**src/rtl/gate_exerciser.sv**
```systemverilog
// gate_exerciser: self-test sequencer for the basic-gate cell block.
// It steps in1/in2/Enable through all 8 vectors, waits a settle time, then checks the nine gate outputs.
`default_nettype none

module gate_exerciser #(
  parameter int SETTLE = 4,
  parameter int CW     = 4
) (
  input  logic       clk,
  input  logic       rst,
  input  logic       start,
  input  logic       abort,
  input  logic [8:0] obs,
  output logic       in1,
  output logic       in2,
  output logic       Enable,
  output logic       busy,
  output logic       done,
  output logic       pass,
  output logic [3:0] err_count,
  output logic [2:0] fail_vec,
  output logic [8:0] fail_mask
);

  typedef enum logic [1:0] {S_IDLE, S_SETTLE, S_CHECK, S_DONE} state_t;

  state_t        state;
  logic [2:0]    vec;
  logic [CW-1:0] cnt;
  logic          first_fail;

  logic [8:0] expected;
  logic [8:0] mask;
  logic [8:0] mism;
  logic [3:0] err_next;
  logic [2:0] vec_next;

  // Expected values come from the registered drives, which always equal vec while SETTLE/CHECK.
  always_comb begin
    expected = {~in1, ~in1, in1, in1 & in2, ~(in1 | in2), in1 ^ in2,
                ~(in1 ^ in2), ~(in1 & in2), in1 | in2};
    // notif1 floats while disabled; masking after the XOR forces those bits to 0 even if obs is X/Z.
    mask     = {Enable, 8'hFF};
    mism     = (obs ^ expected) & mask;
    err_next = err_count + {3'b000, |mism};
    vec_next = vec + 3'd1;
  end

  always_ff @(posedge clk or posedge rst) begin
    if (rst) begin
      state      <= S_IDLE;
      vec        <= 3'd0;
      cnt        <= '0;
      first_fail <= 1'b0;
      in1        <= 1'b0;
      in2        <= 1'b0;
      Enable     <= 1'b0;
      busy       <= 1'b0;
      done       <= 1'b0;
      pass       <= 1'b0;
      err_count  <= 4'd0;
      fail_vec   <= 3'd0;
      fail_mask  <= 9'd0;
    end else if (abort && (state == S_SETTLE || state == S_CHECK)) begin
      // Partial results stay visible for debug after an abort.
      state  <= S_IDLE;
      in1    <= 1'b0;
      in2    <= 1'b0;
      Enable <= 1'b0;
      busy   <= 1'b0;
      done   <= 1'b0;
      pass   <= 1'b0;
    end else begin
      case (state)
        S_IDLE, S_DONE: begin
          if (start && !abort) begin
            state      <= S_SETTLE;
            vec        <= 3'd0;
            cnt        <= '0;
            first_fail <= 1'b0;
            in1        <= 1'b0;
            in2        <= 1'b0;
            Enable     <= 1'b0;
            busy       <= 1'b1;
            done       <= 1'b0;
            pass       <= 1'b0;
            err_count  <= 4'd0;
            fail_vec   <= 3'd0;
            fail_mask  <= 9'd0;
          end
        end
        S_SETTLE: begin
          cnt <= cnt + CW'(1);
          if (cnt == CW'(SETTLE - 1)) begin
            state <= S_CHECK;
          end
        end
        S_CHECK: begin
          err_count <= err_next;
          if ((|mism) && !first_fail) begin
            first_fail <= 1'b1;
            fail_vec   <= vec;
            fail_mask  <= mism;
          end
          if (vec == 3'd7) begin
            state <= S_DONE;
            busy  <= 1'b0;
            done  <= 1'b1;
            pass  <= (err_next == 4'd0);
          end else begin
            state                <= S_SETTLE;
            vec                  <= vec_next;
            cnt                  <= '0;
            {Enable, in1, in2}   <= vec_next;
          end
        end
        default: state <= S_IDLE;
      endcase
    end
  end

endmodule

`default_nettype wire

```
**config.mk**
```make
export PLATFORM = sky130hd
export DESIGN_NAME = gate_exerciser
export DESIGN_NICKNAME = d
export VERILOG_FILES = /design/src/rtl/gate_exerciser.sv
export SDC_FILE = /design/constraint.sdc
export NUM_CORES = 1
export LEC_CHECK = 0
export ABC_AREA = 0
export BUFFER_PORTS_ARGS = -buffer_cell sky130_fd_sc_hd__buf_2
export CORE_MARGIN = 2
export CORE_UTILIZATION = 56
export DETAILED_ROUTE_END_ITERATION = 10
export PLACE_DENSITY = 0.8
export SYNTH_ARGS = -nofsm -noshare
export SYNTH_HDL_FRONTEND = slang
export SYNTH_SLANG_ARGS = --single-unit
```
**constraint.sdc**
```tcl
create_clock -name clk -period 3.25 [get_ports clk]
set_clock_uncertainty 0.1 [all_clocks]
set_input_delay 0.4875 -clock clk [delete_from_list [all_inputs] [get_ports clk]]
set_output_delay 0.4875 -clock clk [all_outputs]
set_load 0.05 [all_outputs]
```
==> out/qor.json <==
{
  "setup.worst_path.class": {"value": "register to register"},
  "post_synth_num_cell_types": {"value": 43},
  "hp-class": {"value": "input port to async pin"},
  "grt_remaining_overflow": {"value": 0},
  "synthesis.area_per_instance": {"value": 10.01, "unit": "um^2"},
  "crit_path_start_kind": {"value": "register"},
  "worst_r2r_path_depth": {"value": 11},
  "outcome": {"value": "finished, final reports clean"},
  "final_layout_size_suffix_gt1_frac": {"value": 0.2863},
  "routed_via_density": {"value": 5.711},
  "yosys_register_bits": {"value": 32},
  "maxClockFrequency": {"value": 336.3, "unit": "MHz"},
  "yosysTopAreaCell": {"value": "sky130_fd_sc_hd__dfrtp_1"},
  "routed_wl": {"value": 4020, "unit": "um"},
  "rsz0062_at_grt": {"value": "false"},
  "clock_sink_count": {"value": 32},
  "cp_max_fo": {"value": 13},
  "layout_worst_path_cycle_share": {"value": 0.9148},
  "worstSkewPairLatency": {"value": 340, "unit": "ps"},
  "die_y": {"value": 63.94, "unit": "um"},
  "setup_viol": {"value": 0},
  "ir_worst_vdd": {"value": 0.0002881, "unit": "V"},
  "post_cts.resized_instances": {"value": 0},
  "synth.top_cells.by_area": {"value": "sky130_fd_sc_hd__dfrtp_1, sky130_fd_sc_hd__ha_1, sky130_fd_sc_hd__o211ai_2"},
  "critical_path.endpoint_type": {"value": "register"},
  "period_needed": {"value": 2973, "unit": "ps"},
  "cts_tree": {"value": "done"},
  "leakage": {"value": 0.001087, "unit": "uW"},
  "antenna_left": {"value": 0},
  "cts-buffers-inserted": {"value": 5},
  "port-buffer-count": {"value": 34},
  "finalNonFillerCells": {"value": 280},
  "cts.path.max_buffers": {"value": 2},
  "grt_pass1_vias": {"value": 1456},
  "pin_count_of_the_biggest_net_entering_global_routing": {"value": 36},
  "grt_antenna_before_repair": {"value": 0},
  "placed_cell_area": {"value": 2183, "unit": "um^2"},
  "place_inst": {"value": 272},
  "vias": {"value": 1599},
  "number_of_i_o_pins": {"value": 35},
  "maxSlewViolCount": {"value": 0},
  "wire_length_of_the_first_global_routing_pass": {"value": 6831, "unit": "um"},
  "clk_pin_slew_worst_paths": {"value": 100, "unit": "ps"},
  "routedWlPerCell": {"value": 14.36, "unit": "um"},
  "worst-slew-pin-transition": {"value": 781.5, "unit": "ps"},
  "cts.repair_timing.setup_buffer_count": {"value": 0},
  "fin_nets": {"value": 255},
  "cts-htree-levels": {"value": 2},
  "synth_seq_area_share": {"value": 0.3980},
  "layout-area-overhead-vs-synth": {"value": 11.57, "unit": "%"},
  "arrival": {"value": 3130, "unit": "ps"},
  "worstPathRequired": {"value": 3410, "unit": "ps"},
  "post-route-drc-count": {"value": 0},
  "gpl.final_weighted_congestion": {"value": 0.8451},
  "postCtsHoldBufs": {"value": 0},
  "dieArea": {"value": 4088, "unit": "um^2"},
  "syn-num-nets": {"value": 223},
  "clock_tree.root_cell": {"value": "sky130_fd_sc_hd__clkbuf_4"},
  "report.final.hold_viol_count": {"value": 0},
  "postSynthCellCount": {"value": 201},
  "ys.warnings.count": {"value": 0},
  "initial_standard_cell_utilization_of_the_core": {"value": 0.5936},
  "first_pass_iters": {"value": 4},
  "synth.top_cell.area_share": {"value": 0.3980},
  "std_cell_rows": {"value": 21},
  "slew_headroom": {"value": 0.4780},
  "stdcell_area": {"value": 2245, "unit": "um^2"},
  "post-dp-hpwl": {"value": 2940, "unit": "um"},
  "fillerInstances": {"value": 284},
  "horizontal_extent_of_the_die": {"value": 63.94, "unit": "um"},
  "cap_viol_max_count": {"value": 0},
  "drt-initial-drc-count": {"value": 82},
  "totalNegativeSetupSlack": {"value": 0, "unit": "ps"},
  "antenna-diode-count": {"value": 0},
  "syn_area": {"value": 2012, "unit": "um^2"},
  "grtUsageTotal": {"value": 0.2141},
  "core-area": {"value": 3390, "unit": "um^2"},
  "power_density": {"value": 483.9, "unit": "nW/um^2"}
}
==> flip-flops by register name, summed over array words and instances, names as in the netlist <==
signal	flops
Enable	1
busy	1
first_fail	1
pass	1
vec	3
fail_mask	9
err_count	4
in2	1
state	2
cnt	4
in1	1
fail_vec	3
done	1
==> cell usage after synthesis <==
library cell / number
sky130_fd_sc_hd__xnor2_1: 7
sky130_fd_sc_hd__o21ai_0: 9
sky130_fd_sc_hd__nor2b_2: 1
sky130_fd_sc_hd__o211ai_1: 12
sky130_fd_sc_hd__a211oi_2: 1
sky130_fd_sc_hd__nor2_1: 6
sky130_fd_sc_hd__a22o_1: 2
sky130_fd_sc_hd__clkbuf_1: 4
sky130_fd_sc_hd__nand2b_1: 4
sky130_fd_sc_hd__nand3_4: 1
sky130_fd_sc_hd__o22ai_1: 1
sky130_fd_sc_hd__nand3b_1: 3
sky130_fd_sc_hd__o21ai_2: 1
sky130_fd_sc_hd__o211ai_2: 9
sky130_fd_sc_hd__o21ba_2: 1
sky130_fd_sc_hd__a21o_1: 3
sky130_fd_sc_hd__buf_6: 3
sky130_fd_sc_hd__or2b_1: 1
sky130_fd_sc_hd__nor2b_4: 1
sky130_fd_sc_hd__or3_4: 1
sky130_fd_sc_hd__nor4b_2: 1
sky130_fd_sc_hd__or2_4: 1
sky130_fd_sc_hd__nand2_1: 26
sky130_fd_sc_hd__o2111a_2: 1
sky130_fd_sc_hd__a211oi_1: 2
sky130_fd_sc_hd__a21oi_1: 10
sky130_fd_sc_hd__inv_4: 1
sky130_fd_sc_hd__nand3_1: 10
sky130_fd_sc_hd__xor2_1: 6
sky130_fd_sc_hd__dfrtp_1: 32
sky130_fd_sc_hd__a32o_1: 5
sky130_fd_sc_hd__inv_1: 8
sky130_fd_sc_hd__o21a_1: 1
sky130_fd_sc_hd__nor3_2: 2
sky130_fd_sc_hd__ha_1: 9
sky130_fd_sc_hd__nand4_1: 4
sky130_fd_sc_hd__buf_2: 3
sky130_fd_sc_hd__nor3b_1: 1
sky130_fd_sc_hd__mux2i_1: 3
sky130_fd_sc_hd__o32ai_1: 1
sky130_fd_sc_hd__nor2_8: 1
sky130_fd_sc_hd__buf_4: 1
sky130_fd_sc_hd__nor3_1: 1
==> stage by stage <==
step / total power, uW / hold WS (ps) / util / setup WS [ps]
2_1_floorplan: 781.9 / 377.2 / - / 413.8
5_1_grt: 1154 / 152.5 / 0.6622 / 114.4
3_3_place_gp: 842.5 / 379.1 / 0.6441 / 463.8
6_report: 1086 / 106.2 / 0.6622 / 276.9
4_1_cts: 1095 / 113.9 / 0.6622 / 274.1
3_5_place_dp: 849.1 / 393.5 / 0.6441 / 303.6
==> path summary, 6_finish.rpt <==
check,startpoint,to,slack [ps]
max in group asynchronous,rst,fail_mask[3],2660
hold reg to reg,err_count[0],err_count[0],410
min in group clk,obs[1],fail_mask[1],380
setup / recovery,in1,pass,280
setup reg to reg,in1,pass,280
hold / removal,rst,vec[1],110
==> kinds of logic after synthesis <==
family / after synthesis / synth area share
AND/OR/NAND/NOR: 65 / 0.1878
AO/OA/AOI/OAI: 59 / 0.2332
flip-flops: 32 / 0.3980
buffers and inverters: 20 / 0.05348
XOR/XNOR: 13 / 0.05659
adder cells (fa/ha/maj): 9 / 0.05597
multiplexers: 3 / 0.01493
==> cell type report <==
class | count | area [um^2] | share of cell area
multi-input combinational | 149 | 1104 | 0.4916
inverter | 9 | 36.28 | 0.01617
sequential | 32 | 800.8 | 0.3567
tap | 46 | 57.56 | 0.02564
clock inverter | 2 | 10.01 | 0.004459
clock buffer | 6 | 51.30 | 0.02285
timing repair buffer | 36 | 185.2 | 0.08250
==> worst max-delay path, cell delays in order, from the launching register on <==
cell and delay (ps):
sky130_fd_sc_hd__dfrtp_1 550, sky130_fd_sc_hd__inv_1 80, sky130_fd_sc_hd__ha_1 260, sky130_fd_sc_hd__or2b_1 230, sky130_fd_sc_hd__o21ai_0 170, sky130_fd_sc_hd__o2111a_2 420, sky130_fd_sc_hd__inv_4 90, sky130_fd_sc_hd__ha_1 200
sky130_fd_sc_hd__ha_1 290, sky130_fd_sc_hd__nor3_1 210, sky130_fd_sc_hd__nand3_1 100, sky130_fd_sc_hd__o21ai_0 180
==> cells in the final DEF (no fill, tap or decap), drive strengths merged, types with 2 or more instances in the layout <==
cell	synthesis	routed
nor3	3	3
a21o	3	3
o21ai	10	10
nor2b	2	2
o211ai	21	21
nor2	7	7
a22o	2	2
ha	9	9
nand3b	3	3
a211oi	3	3
inv	9	9
nand3	11	11
a21oi	10	10
xor2	6	6
xnor2	7	7
nand4	4	4
mux2i	3	3
dfrtp	32	32
clkbuf	4	6
a32o	5	5
clkinv	0	2
nand2b	4	4
nand2	26	26
buf	7	36
==> report_power, final <==
group	leakage, uW	internal, uW	total, uW	switching (uW)
Sequential	0.000439	438	474	36.5
Clock	0.0000380	103	245	142
Combinational	0.000611	127	367	241
Total	0.00109	667	1090	419
==> routing by layer <==
metal	global-route usage	vias up	wire length (um)
li1	-	806	-
met2	0.3151	33	1854
met4	0.07337	0	53
met3	0.06514	6	209
met5	0	-	0
met1	0.2987	754	1903
Power figures use the tool's default switching activity.
